--- config.mk ---
export PLATFORM = sky130hd
export DESIGN_NAME = pulse_seq_ctrl_flat
export DESIGN_NICKNAME = d
export VERILOG_FILES = /design/src/rtl/pulse_seq_pkg.sv /design/src/rtl/pulse_seq_ctrl_if.sv /design/src/rtl/pulse_frame_counter.sv /design/src/rtl/pulse_seq_ctrl.sv /design/src/flat_wrapper.sv
export SDC_FILE = /design/constraint.sdc
export NUM_CORES = 1
export LEC_CHECK = 0
export CAP_MARGIN = 10
export CORE_UTILIZATION = 25
export DETAILED_ROUTE_END_ITERATION = 12
export HOLD_SLACK_MARGIN = 0.05
export SLEW_MARGIN = 20
export SYNTH_ARGS = -nofsm -noshare
export SYNTH_HDL_FRONTEND = slang
export SYNTH_HIERARCHICAL = 1
export SYNTH_SLANG_ARGS = --single-unit
export TNS_END_PERCENT = 20
--- constraint.sdc ---
create_clock -name CLOCK -period 5.77 [get_ports CLOCK]
set_input_delay 1.731 -clock CLOCK [delete_from_list [all_inputs] [get_ports CLOCK]]
set_output_delay 1.731 -clock CLOCK [all_outputs]
set_load 0.03 [all_outputs]
--- src/rtl/pulse_seq_pkg.sv ---
// Shared types and constants for the pulse sequencer: state encoding,
// default field widths, reset-time configuration values and the config record.
package pulse_seq_pkg;

  localparam int CNT_W_DEF    = 11;
  localparam int BURST_W_DEF  = 8;
  localparam int DEF_PERIOD   = 800;
  localparam int DEF_ON_START = 501;
  localparam int DEF_ON_STOP  = 801;

  typedef enum logic [1:0] {
    IDLE = 2'd0,
    RUN  = 2'd1,
    DONE = 2'd2
  } state_t;

  typedef struct packed {
    logic [CNT_W_DEF-1:0]   period;
    logic [CNT_W_DEF-1:0]   on_start;
    logic [CNT_W_DEF-1:0]   on_stop;
    logic [BURST_W_DEF-1:0] bursts;
  } cfg_t;

endpackage

--- src/rtl/pulse_seq_ctrl_if.sv ---
// Configuration channel of the pulse sequencer.
// A transfer happens on every rising edge where cfg_valid and cfg_ready are
// both high; the fields are only meaningful while cfg_valid is high, and the
// master may drop or change an offer freely while cfg_ready is low.
interface pulse_seq_ctrl_if #(
  parameter int CNT_W   = 11,
  parameter int BURST_W = 8
);
  logic               cfg_valid;
  logic               cfg_ready;
  logic [CNT_W-1:0]   cfg_period;
  logic [CNT_W-1:0]   cfg_on_start;
  logic [CNT_W-1:0]   cfg_on_stop;
  logic [BURST_W-1:0] cfg_bursts;

  modport master (
    output cfg_valid, cfg_period, cfg_on_start, cfg_on_stop, cfg_bursts,
    input  cfg_ready
  );

  modport slave (
    input  cfg_valid, cfg_period, cfg_on_start, cfg_on_stop, cfg_bursts,
    output cfg_ready
  );
endinterface

--- src/rtl/pulse_frame_counter.sv ---
// Frame counter: counts 0..period while enabled, flags the wrap cycle and
// whether the current count lies inside the [on_start, on_stop) window.
module pulse_frame_counter #(
  parameter int CNT_W = 11
) (
  input  logic             CLOCK,
  input  logic             RESET,
  input  logic             en,
  input  logic             clear,
  input  logic [CNT_W-1:0] period,
  input  logic [CNT_W-1:0] on_start,
  input  logic [CNT_W-1:0] on_stop,
  output logic [CNT_W-1:0] count,
  output logic             wrap,
  output logic             in_window
);

  assign wrap      = (count == period);
  // An empty or inverted window (on_start >= on_stop) never matches.
  assign in_window = (count >= on_start) && (count < on_stop);

  always_ff @(posedge CLOCK or posedge RESET) begin
    if (RESET) begin
      count <= '0;
    end else if (clear) begin
      count <= '0;
    end else if (en) begin
      count <= wrap ? '0 : count + CNT_W'(1);
    end
  end

endmodule

--- src/rtl/pulse_seq_ctrl.sv ---
// Pulse sequencer controller: config registers, IDLE/RUN/DONE sequencing,
// burst counting and the registered PULSE output.
module pulse_seq_ctrl
  import pulse_seq_pkg::*;
#(
  parameter int CNT_W        = CNT_W_DEF,
  parameter int BURST_W      = BURST_W_DEF,
  parameter int DEF_PERIOD   = pulse_seq_pkg::DEF_PERIOD,
  parameter int DEF_ON_START = pulse_seq_pkg::DEF_ON_START,
  parameter int DEF_ON_STOP  = pulse_seq_pkg::DEF_ON_STOP
) (
  input  logic               CLOCK,
  input  logic               RESET,
  pulse_seq_ctrl_if.slave    cfg_if,
  input  logic               start,
  input  logic               abort,
  output logic               busy,
  output logic               done,
  output logic [BURST_W-1:0] frame_idx,
  output logic               PULSE,
  output state_t             state_dbg
);

  state_t             state_q, state_d;
  cfg_t               cfg_q;
  logic [CNT_W-1:0]   count;
  logic               wrap, in_window;
  logic [BURST_W-1:0] frame_q;
  logic               pulse_q;
  logic               in_idle, in_run, cfg_load, run_start;
  logic               last_frame, final_wrap, cnt_clear;

  assign in_idle    = (state_q == IDLE);
  assign in_run     = (state_q == RUN);
  assign cfg_load   = in_idle && cfg_if.cfg_valid;
  assign run_start  = in_idle && start && !abort;
  // bursts==0 means continuous, so there is never a last frame.
  assign last_frame = (cfg_q.bursts != '0) && (frame_q == cfg_q.bursts - BURST_W'(1));
  assign final_wrap = wrap && last_frame;
  assign cnt_clear  = !in_run || abort;

  pulse_frame_counter #(.CNT_W(CNT_W)) u_frame_counter (
    .CLOCK     (CLOCK),
    .RESET     (RESET),
    .en        (in_run),
    .clear     (cnt_clear),
    .period    (cfg_q.period),
    .on_start  (cfg_q.on_start),
    .on_stop   (cfg_q.on_stop),
    .count     (count),
    .wrap      (wrap),
    .in_window (in_window)
  );

  always_ff @(posedge CLOCK or posedge RESET) begin
    if (RESET) state_q <= IDLE;
    else       state_q <= state_d;
  end

  always_comb begin
    state_d = state_q;
    case (state_q)
      IDLE:    if (start && !abort) state_d = RUN;
      RUN: begin
        if (abort)           state_d = IDLE;
        else if (final_wrap) state_d = DONE;
      end
      DONE:    state_d = IDLE;
      default: state_d = IDLE;
    endcase
  end

  always_comb begin
    cfg_if.cfg_ready = (state_q == IDLE);
    busy             = (state_q == RUN);
    done             = (state_q == DONE);
  end

  // The config write and the run start share an edge, so a same-cycle
  // handshake and start run with the freshly loaded values.
  always_ff @(posedge CLOCK or posedge RESET) begin
    if (RESET) begin
      cfg_q.period   <= CNT_W_DEF'(DEF_PERIOD);
      cfg_q.on_start <= CNT_W_DEF'(DEF_ON_START);
      cfg_q.on_stop  <= CNT_W_DEF'(DEF_ON_STOP);
      cfg_q.bursts   <= '0;
      frame_q        <= '0;
      pulse_q        <= 1'b0;
    end else begin
      if (cfg_load) begin
        cfg_q.period   <= cfg_if.cfg_period;
        cfg_q.on_start <= cfg_if.cfg_on_start;
        cfg_q.on_stop  <= cfg_if.cfg_on_stop;
        cfg_q.bursts   <= cfg_if.cfg_bursts;
      end
      if (run_start) begin
        frame_q <= '0;
      end else if (in_run && !abort && wrap && !last_frame) begin
        frame_q <= frame_q + BURST_W'(1);
      end
      pulse_q <= in_run && !abort && in_window;
    end
  end

  assign frame_idx = frame_q;
  assign PULSE     = pulse_q;
  assign state_dbg = state_q;

endmodule

--- src/flat_wrapper.sv ---
// flat-port wrapper written by rule: the top's interface ports become plain ports
module pulse_seq_ctrl_flat import pulse_seq_pkg::*;
#(
  parameter int CNT_W        = CNT_W_DEF,
  parameter int BURST_W      = BURST_W_DEF,
  parameter int DEF_PERIOD   = pulse_seq_pkg::DEF_PERIOD,
  parameter int DEF_ON_START = pulse_seq_pkg::DEF_ON_START,
  parameter int DEF_ON_STOP  = pulse_seq_pkg::DEF_ON_STOP
)
  (CLOCK, RESET, start, abort, busy, done, frame_idx, PULSE, state_dbg, cfg_if_cfg_valid, cfg_if_cfg_period, cfg_if_cfg_on_start, cfg_if_cfg_on_stop, cfg_if_cfg_bursts, cfg_if_cfg_ready);
  pulse_seq_ctrl_if #(.CNT_W(CNT_W), .BURST_W(BURST_W)) cfg_if_i ();
  input  logic CLOCK;
  input  logic RESET;
  input  logic start;
  input  logic abort;
  output logic busy;
  output logic done;
  output logic [BURST_W-1:0] frame_idx;
  output logic PULSE;
  output state_t state_dbg;
  input wire logic [$bits(cfg_if_i.cfg_valid)-1:0] cfg_if_cfg_valid;
  input wire logic [$bits(cfg_if_i.cfg_period)-1:0] cfg_if_cfg_period;
  input wire logic [$bits(cfg_if_i.cfg_on_start)-1:0] cfg_if_cfg_on_start;
  input wire logic [$bits(cfg_if_i.cfg_on_stop)-1:0] cfg_if_cfg_on_stop;
  input wire logic [$bits(cfg_if_i.cfg_bursts)-1:0] cfg_if_cfg_bursts;
  output wire logic [$bits(cfg_if_i.cfg_ready)-1:0] cfg_if_cfg_ready;
  assign cfg_if_i.cfg_valid = cfg_if_cfg_valid;
  assign cfg_if_i.cfg_period = cfg_if_cfg_period;
  assign cfg_if_i.cfg_on_start = cfg_if_cfg_on_start;
  assign cfg_if_i.cfg_on_stop = cfg_if_cfg_on_stop;
  assign cfg_if_i.cfg_bursts = cfg_if_cfg_bursts;
  assign cfg_if_cfg_ready = cfg_if_i.cfg_ready;
  pulse_seq_ctrl #(.CNT_W(CNT_W), .BURST_W(BURST_W), .DEF_PERIOD(DEF_PERIOD), .DEF_ON_START(DEF_ON_START), .DEF_ON_STOP(DEF_ON_STOP)) u_core (.CLOCK(CLOCK), .RESET(RESET), .cfg_if(cfg_if_i), .start(start), .abort(abort), .busy(busy), .done(done), .frame_idx(frame_idx), .PULSE(PULSE), .state_dbg(state_dbg));
endmodule
==> results of run 1 <==
## final cells by class
class                   count  area, µm²  area share
multi-input cells         229       1840       0.390
flip-flops and latches     63       1590       0.338
repair buffers             59        591       0.125
clock buffers              11        243      0.0515
well taps                 180        225      0.0478
inverters                  30        114      0.0242
clock inverters             5        106      0.0226
## worst max-delay path: cells and delay by family, from the launching register on
kind / cells / cell delay (ns)
flip-flops: 1 / 0.40
AND/OR/NAND/NOR: 1 / 0.77
buffers and inverters: 1 / 0.85
## worst min-delay path by stage
stage | start | to | slack [ns]
after CTS | u_core/cfg_q[28]$_DFFE_PP0P_ | u_core/cfg_q[28]$_DFFE_PP0P_ | 0.51
after floorplan | u_core/cfg_q[22]$_DFFE_PP0P_ | u_core/cfg_q[22]$_DFFE_PP0P_ | 0.48
after detailed placement | u_core/cfg_q[28]$_DFFE_PP0P_ | u_core/cfg_q[28]$_DFFE_PP0P_ | 0.50
final | u_core/cfg_q[15]$_DFFE_PP0P_ | u_core/cfg_q[15]$_DFFE_PP0P_ | 0.51
after global placement | u_core/cfg_q[15]$_DFFE_PP0P_ | u_core/cfg_q[15]$_DFFE_PP0P_ | 0.50
after global routing | u_core/cfg_q[15]$_DFFE_PP0P_ | u_core/cfg_q[15]$_DFFE_PP0P_ | 0.53
## cell families after synthesis
kind of cell,share of synthesized area
xor+xnor,0.0637
buf+inv,0.0420
compound gates,0.0921
mux,0.128
simple gates,0.140
fa+ha+maj,0.0875
flops,0.446
## registers in the layout (all words and copies together), names as in the netlist
register and cells:
u_core/frame_idx 8, u_core/PULSE 1, u_core/u_frame_counter/count 11, u_core/state_dbg 2, u_core/cfg_q 41
## power by group
part / internal [W] / total [W] / switching (W)
clock network: 0.000434 / 0.000629 / 0.000195
logic: 0.000124 / 0.000224 / 0.000100
registers: 0.000507 / 0.000550 / 0.0000425
total: 0.00107 / 0.00140 / 0.000338
## metal layers
layer / global-route usage / vias to the layer above / part of all wire / wire, µm
met5: 0 / - / 0 / 0
met4: 0.0394 / 0 / 0.013 / 104
met3: 0.0342 / 9 / 0.046 / 374
met2: 0.216 / 46 / 0.52 / 4290
met1: 0.137 / 1290 / 0.42 / 3440
li1: - / 1282 / - / -
## stage by stage
step	worst slack, ns	util
6_report	1.69	0.338
5_1_grt	1.50	0.338
4_1_cts	1.72	0.337
3_5_place_dp	2.09	0.312
3_3_place_gp	2.14	0.312
2_1_floorplan	2.80	-
## cells in the final DEF (no fill, tap or decap), types with 7 or more instances in the layout
cell and n:
a21o_1 7, a21oi_1 11, and3_1 10, clkbuf_16 9
clkdlybuf4s50_1 59, dfrtp_1 49, dfstp_2 14, ha_1 25
inv_1 29, mux2_2 38, nand2_1 17, nand3_1 10
nor2_1 14, o21ai_0 12, xnor2_1 19, xor2_1 7
==> impl_metrics.env, run 1 <==
export IMPL_skew_ns=0.00610
export IMPL_core_area_mm2=0.0139
export IMPL_ctsHoldBuffers=0
export IMPL_seq_area_frac_synth=0.446
export IMPL_initial_core_util=0.256
export IMPL_synth_top_area_share=0.343
export IMPL_slowest_delay_ns=0.85
export IMPL_rows=43
export IMPL_synth_seq_cells=63
export IMPL_antenna_found_initial=0
export IMPL_r2r_slack_ns=3.28
export IMPL_place_congestion=0.807
export IMPL_vias=2627
export IMPL_setup_viol=0
export IMPL_fin_area_mm2=0.00471
export IMPL_whs_ns=0.511
export IMPL_slowest_stage="clkdlybuf4s50_1"
export IMPL_routed_via_density=4.55
export IMPL_ys_warn_count=6
export IMPL_ys_top_cells_by_count="49 x dfrtp_1, 38 x mux2_2, 30 x inv_1"
export IMPL_grt_max_degree=53
export IMPL_crit_type="reg2out"
export IMPL_ctsResizeCount=0
export IMPL_drc=0
export IMPL_total_power_w=0.00140
export IMPL_cp_max_fo=16
export IMPL_worstSkewPairLatency_ns=0.33
export IMPL_grt_pass1_vias=2707
export IMPL_tns_ns=0
export IMPL_grt_pass1_wl_mm=13.5
export IMPL_period_needed_ns=4.08
export IMPL_cts_tree="done"
export IMPL_synth_area_leaders="dfrtp_1 34%, mux2_2 12%, dfstp_2 10%"
export IMPL_cts_sinks=63
export IMPL_cts_buffer_depth=2
export IMPL_synth_enable_flop_cells=0
export IMPL_drt_iter0_markers=137
export IMPL_cts_buffers_inserted=9
export IMPL_syn_to_final_growth_pct=31.8
export IMPL_hold_class="reg2reg"
export IMPL_ant_nets=0
export IMPL_h_tree_depth=3
export IMPL_power_per_cell_area_mw_per_mm2=298
export IMPL_grt_total_usage=0.121
export IMPL_fillers=1407
export IMPL_start_kind="register"
export IMPL_whs_path_depth=1
export IMPL_fmax_mhz=245
export IMPL_die_area_mm2=0.0148
export IMPL_reg2reg_depth=9
export IMPL_placed_cell_area_mm2=0.00435
export IMPL_synth_nets=401
export IMPL_reg2reg_from="u_core/cfg_q[0]$_DFFE_PP0P_"
export IMPL_ys_types=50
export IMPL_numPortBuffers=59
export IMPL_report_final_slew_viol_count=0
export IMPL_synth_main_ff_cell="dfrtp_1"
export IMPL_dp_hpwl_mm=6.16
export IMPL_finalCritPeriodShare=0.708
export IMPL_syn_inst=330
export IMPL_wl_per_cell_um=14.2
export IMPL_drive_gt1_frac=0.202
export IMPL_antennaDiodeCount=0
export IMPL_maxCapViolCount=0
export IMPL_critPathLaunch="u_core/state_dbg[0]$_DFFE_PP0P_"
export IMPL_p_leak_nw=2.05
export IMPL_crit_path_end_kind="output port"
export IMPL_slew_headroom=0.349
export IMPL_async_flop_share=1.00
export IMPL_synth_largest_area_cell="dfrtp_1"
export IMPL_rsz0062_at_grt="no"
export IMPL_nNetsFinal=463
export IMPL_die_height_um=122
export IMPL_first_pass_iters=4
export IMPL_io_pins=60
export IMPL_postSynthAreaPerCell_um2=10.8
export IMPL_fin_cells=577
export IMPL_clockRootBuffer="clkbuf_16"
export IMPL_max_vdd_ir_drop_v=0.000136
export IMPL_yosysMostFrequentCell="dfrtp_1"
export IMPL_r2r_end="u_core/frame_idx[7]$_DFFE_PP0P_"
export IMPL_hold_viol_final=0
export IMPL_cp_arrival_ns=2.35
export IMPL_dp_cells=561
export IMPL_status="finished, final reports clean"
export IMPL_cp_required_ns=4.04
export IMPL_overflow=0
export IMPL_cp_endpoint="busy"
export IMPL_clkSlewWorstSetupHoldPaths_ns=0.05
export IMPL_synthesis_area_mm2=0.00357
export IMPL_postCtsSetupBuffers=0
export IMPL_worst_pin_slew_ns=0.977
export IMPL_fp_dieW_um=122
export IMPL_wirelength_mm=8.21
export IMPL_crit_chain="nor2b_1, clkdlybuf4s50_1"
Note: power is estimated with default switching activity, not from simulation.
==> inputs of run 2 (changes only) <==
Clock period 5.77 ns to 4 ns, I/O delays scaled along.
==> impl_metrics.env, run 2 (same netlist as run 1, synthesis figures left out) <==
export IMPL_vias=2665
export IMPL_clockRootBuffer="clkbuf_16"
export IMPL_cts_buffers_inserted=9
export IMPL_cp_endpoint="busy"
export IMPL_antenna_found_initial=0
export IMPL_grt_pass1_vias=2782
export IMPL_grt_busiest_layer="met2"
export IMPL_nNetsFinal=468
export IMPL_core_area_mm2=0.0139
export IMPL_cts_buffer_depth=2
export IMPL_fmax_mhz=330
export IMPL_slew_headroom=0.432
export IMPL_first_pass_iters=4
export IMPL_reg2reg_from="u_core/cfg_q[0]$_DFFE_PP0P_"
export IMPL_critPathLaunch="u_core/state_dbg[0]$_DFFE_PP0P_"
export IMPL_gr_usage_met2=0.206
export IMPL_power_per_cell_area_mw_per_mm2=392
export IMPL_wirelength_mm=8.05
export IMPL_start_kind="register"
export IMPL_place_congestion=0.798
export IMPL_hold_class="reg2reg"
export IMPL_gr_usage_met1=0.138
export IMPL_routed_via_density=4.59
export IMPL_drive_gt1_frac=0.202
export IMPL_dp_cells=566
export IMPL_r2r_slack_ns=1.53
export IMPL_fp_dieW_um=122
export IMPL_largest_register_ffs=41
export IMPL_period_needed_ns=3.03
export IMPL_p_leak_nw=2.04
export IMPL_top_register="u_core/cfg_q"
export IMPL_cp_max_fo=16
export IMPL_slowest_stage="clkdlybuf4s50_1"
export IMPL_clkSlewWorstSetupHoldPaths_ns=0.05
export IMPL_drc=0
export IMPL_cp_arrival_ns=1.83
export IMPL_grt_pass1_wl_mm=13.4
export IMPL_max_vdd_ir_drop_v=0.000201
export IMPL_cp_required_ns=2.80
export IMPL_postCtsSetupBuffers=0
export IMPL_skew_ns=0.00494
export IMPL_numPortBuffers=59
export IMPL_whs_ns=0.506
export IMPL_die_height_um=122
export IMPL_drt_iter0_markers=187
export IMPL_syn_to_final_growth_pct=30.4
export IMPL_finalCritPeriodShare=0.757
export IMPL_slowest_delay_ns=0.73
export IMPL_cts_tree="done"
export IMPL_layout_common_cells="59 x clkdlybuf4s50_1, 49 x dfrtp_1, 38 x mux2_2"
export IMPL_antennaDiodeCount=0
export IMPL_status="finished, final reports clean"
export IMPL_crit_path_end_kind="output port"
export IMPL_h_tree_depth=3
export IMPL_cts_sinks=63
export IMPL_worst_pin_slew_ns=0.852
export IMPL_hold_viol_final=0
export IMPL_grt_util_met3=0.0309
export IMPL_die_area_mm2=0.0148
export IMPL_final_common_cell="clkdlybuf4s50_1"
export IMPL_tns_ns=0
export IMPL_report_final_slew_viol_count=0
export IMPL_rows=43
export IMPL_grt_total_usage=0.118
export IMPL_r2r_end="u_core/frame_idx[6]$_DFFE_PP0P_"
export IMPL_grt_max_degree=51
export IMPL_wl_per_cell_um=13.9
export IMPL_rsz0062_at_grt="no"
export IMPL_crit_type="reg2out"
export IMPL_fin_cells=581
export IMPL_worstSkewPairLatency_ns=0.32
export IMPL_reg2reg_depth=9
export IMPL_ant_nets=0
export IMPL_ctsHoldBuffers=0
export IMPL_maxCapViolCount=0
export IMPL_dp_hpwl_mm=6.08
export IMPL_overflow=0
export IMPL_initial_core_util=0.256
export IMPL_setup_viol=0
export IMPL_io_pins=60
export IMPL_crit_chain="nor2b_1, buf_4, clkdlybuf4s50_1"
export IMPL_ctsResizeCount=0
-- run 2: cell types whose count changed in the layout (fill, tap and decap cells not counted), sizes merged --
cell	change
clkbuf	+3
bufinv	-3
buf	+5
clkinvlp	-1
-- run 2: area by class of cell --
type / count / area, µm²
inverters: 30 / 114
multi-input cells: 229 / 1830
clock inverters: 1 / 5.00
fillers: 1398 / 9270
repair buffers: 64 / 628
clock buffers: 14 / 264
well taps: 180 / 225
flip-flops and latches: 63 / 1590
-- run 2: how the worst min path moves through the flow --
stage	startpoint	endpoint	slack [ns]	cells past startpoint
floorplan	u_core/cfg_q[22]$_DFFE_PP0P_	u_core/cfg_q[22]$_DFFE_PP0P_	0.48	1
global placement	u_core/cfg_q[15]$_DFFE_PP0P_	u_core/cfg_q[15]$_DFFE_PP0P_	0.50	1
detailed placement	u_core/cfg_q[18]$_DFFE_PP0P_	u_core/cfg_q[18]$_DFFE_PP0P_	0.50	1
CTS	u_core/cfg_q[18]$_DFFE_PP0P_	u_core/cfg_q[18]$_DFFE_PP0P_	0.51	1
global route	u_core/cfg_q[18]$_DFFE_PP0P_	u_core/cfg_q[18]$_DFFE_PP0P_	0.53	1
finish	u_core/cfg_q[29]$_DFFE_PP0P_	u_core/cfg_q[29]$_DFFE_PP0P_	0.51	1
-- run 2: stage by stage --
| stage | instance area [µm²] | setup slack, ns | util | total power, W |
|---|---|---|---|---|
| floorplan | 3570 | 1.55 | - | 0.00102 |
| global placement | 4390 | 1.03 | 0.315 | 0.00112 |
| detailed placement | 4390 | 0.970 | 0.315 | 0.00114 |
| CTS | 4660 | 0.945 | 0.334 | 0.00186 |
| global route | 4660 | 0.879 | 0.334 | 0.00193 |
| finish | 4660 | 0.972 | 0.334 | 0.00183 |
-- run 2: per-layer routing --
| metal | share of wire | up-vias |
|---|---|---|
| met2 | 0.51 | 65 |
| li1 | - | 1292 |
| met3 | 0.047 | 11 |
| met5 | 0 | - |
| met1 | 0.43 | 1297 |
| met4 | 0.013 | 0 |
-- run 2: worst max-delay path, delay by kind of cell, from the launching register on --
family,cells,cell delay [ns]
buf+inv,2,0.93
flops,1,0.41
simple gates,1,0.15
-- run 2: where the power goes --
part / internal [W] / total [W] / switching, W
combinational: 0.000183 / 0.000331 / 0.000148
clock: 0.000448 / 0.000702 / 0.000254
sequential: 0.000732 / 0.000791 / 0.0000593
==> inputs of run 3 (changes only) <==
Clock period 4 ns to 2.78 ns, I/O delays scaled along.
==> impl_metrics.env, run 3 (same netlist as run 1, synthesis figures left out) <==
export IMPL_status="finished, final reports clean"
export IMPL_start_kind="register"
export IMPL_report_final_slew_viol_count=0
export IMPL_power_per_cell_area_mw_per_mm2=556
export IMPL_grt_max_degree=45
export IMPL_hold_class="reg2reg"
export IMPL_cts_sinks=63
export IMPL_reg2reg_depth=9
export IMPL_nNetsFinal=470
export IMPL_antennaDiodeCount=0
export IMPL_worstSkewPairLatency_ns=0.33
export IMPL_die_height_um=122
export IMPL_io_pins=60
export IMPL_hold_viol_final=0
export IMPL_drive_gt1_frac=0.210
export IMPL_crit_path_end_kind="output port"
export IMPL_cts_buffers_inserted=9
export IMPL_skew_ns=0.0103
export IMPL_p_leak_nw=2.05
export IMPL_crit_type="reg2out"
export IMPL_final_common_cell="clkdlybuf4s50_1"
export IMPL_period_needed_ns=2.46
export IMPL_rows=43
export IMPL_drt_iter0_markers=147
export IMPL_cp_required_ns=1.95
export IMPL_drc=0
export IMPL_postCtsSetupBuffers=0
export IMPL_routed_via_density=4.46
export IMPL_whs_path_depth=1
export IMPL_ant_nets=0
export IMPL_fp_dieW_um=122
export IMPL_placed_cell_area_mm2=0.00443
export IMPL_clockRootBuffer="clkbuf_16"
export IMPL_cp_max_fo=5
export IMPL_dp_cells=568
export IMPL_cp_arrival_ns=1.63
export IMPL_die_area_mm2=0.0148
export IMPL_first_pass_iters=4
export IMPL_core_area_mm2=0.0139
export IMPL_max_vdd_ir_drop_v=0.000255
export IMPL_crit_chain="nor2_1, clkdlybuf4s50_1"
export IMPL_rsz0062_at_grt="no"
export IMPL_dp_hpwl_mm=6.16
export IMPL_wl_per_cell_um=13.9
export IMPL_overflow=0
export IMPL_utilization=0.337
export IMPL_vias=2606
export IMPL_antenna_found_initial=0
export IMPL_layout_common_cells="58 x clkdlybuf4s50_1, 49 x dfrtp_1, 38 x mux2_2"
export IMPL_wirelength_mm=8.09
export IMPL_place_congestion=0.789
export IMPL_syn_to_final_growth_pct=31.2
export IMPL_cts_tree="done"
export IMPL_maxCapViolCount=0
export IMPL_cts_buffer_depth=2
export IMPL_largest_register_ffs=41
export IMPL_top_register="u_core/cfg_q"
export IMPL_h_tree_depth=3
export IMPL_worst_pin_slew_ns=0.499
export IMPL_total_power_w=0.00261
export IMPL_initial_core_util=0.256
export IMPL_numPortBuffers=59
export IMPL_fin_cells=584
export IMPL_grt_pass1_wl_mm=13.6
export IMPL_slowest_delay_ns=0.70
export IMPL_slew_headroom=0.666
export IMPL_setup_viol=0
export IMPL_slowest_stage="clkdlybuf4s50_1"
export IMPL_ctsHoldBuffers=0
export IMPL_grt_total_usage=0.120
export IMPL_tns_ns=0
export IMPL_fmax_mhz=406
export IMPL_finalCritPeriodShare=0.887
export IMPL_grt_pass1_vias=2751
export IMPL_clkSlewWorstSetupHoldPaths_ns=0.06
export IMPL_ctsResizeCount=0
export IMPL_fin_area_mm2=0.00469
## run 3: changes by cell type in the layout (fill, tap and decap cells not counted), sizes merged
cell	before	now
clkdlybuf4s50	59	58
inv	29	30
buf	5	8
clkbuf	14	12
clkinvlp	0	2
## run 3: power by group
group	switching [W]	internal [W]
Sequential	0.0000858	0.00105
Combinational	0.000213	0.000270
Clock	0.000389	0.000599
Total	0.000687	0.00192
## run 3: critical path, delay by kind of cell, from the launching register on
kind                   cells  cell delay [ns]
buffers and inverters      1             0.70
flip-flops                 1             0.42
AND/OR/NAND/NOR            1             0.18
## run 3: final timing paths
| path | startpoint | endpoint | slack (ns) |
|---|---|---|---|
| max | u_core/state_dbg[0]$_DFFE_PP0P_ | cfg_if_cfg_ready | 0.32 |
| min | u_core/cfg_q[18]$_DFFE_PP0P_ | u_core/cfg_q[18]$_DFFE_PP0P_ | 0.51 |
| max reg2reg | u_core/cfg_q[0]$_DFFE_PP0P_ | u_core/frame_idx[7]$_DFFE_PP0P_ | 0.36 |
| min reg2reg | u_core/cfg_q[18]$_DFFE_PP0P_ | u_core/cfg_q[18]$_DFFE_PP0P_ | 0.51 |
| max in group asynchronous | RESET | u_core/cfg_q[8]$_DFFE_PP1P_ | 1.56 |
| min in group asynchronous | RESET | u_core/u_frame_counter/count[5]$_DFFE_PP0P_ | 0.86 |
## run 3: final cells by class
| type | instances | area [µm²] |
|---|---|---|
| fillers | 1401 | 9250 |
| multi-input cells | 229 | 1830 |
| flip-flops and latches | 63 | 1590 |
| repair buffers | 66 | 666 |
| clock buffers | 12 | 236 |
| well taps | 180 | 225 |
| inverters | 30 | 113 |
| clock inverters | 4 | 25.0 |
## run 3: layer usage
| layer | track usage | vias up | share of wire |
|---|---|---|---|
| met3 | 0.0463 | 7 | 0.055 |
| li1 | - | 1306 | - |
| met5 | 0 | - | 0 |
| met1 | 0.138 | 1240 | 0.44 |
| met2 | 0.207 | 53 | 0.50 |
| met4 | 0.0355 | 0 | 0.0061 |
## run 3: metrics by stage
stage / hold slack [ns] / setup WS [ns]
floorplan: 0.481 / 0.328
global placement: 0.496 / 0.298
detailed placement: 0.498 / 0.242
CTS: 0.509 / 0.280
global route: 0.517 / 0.159
finish: 0.506 / 0.315
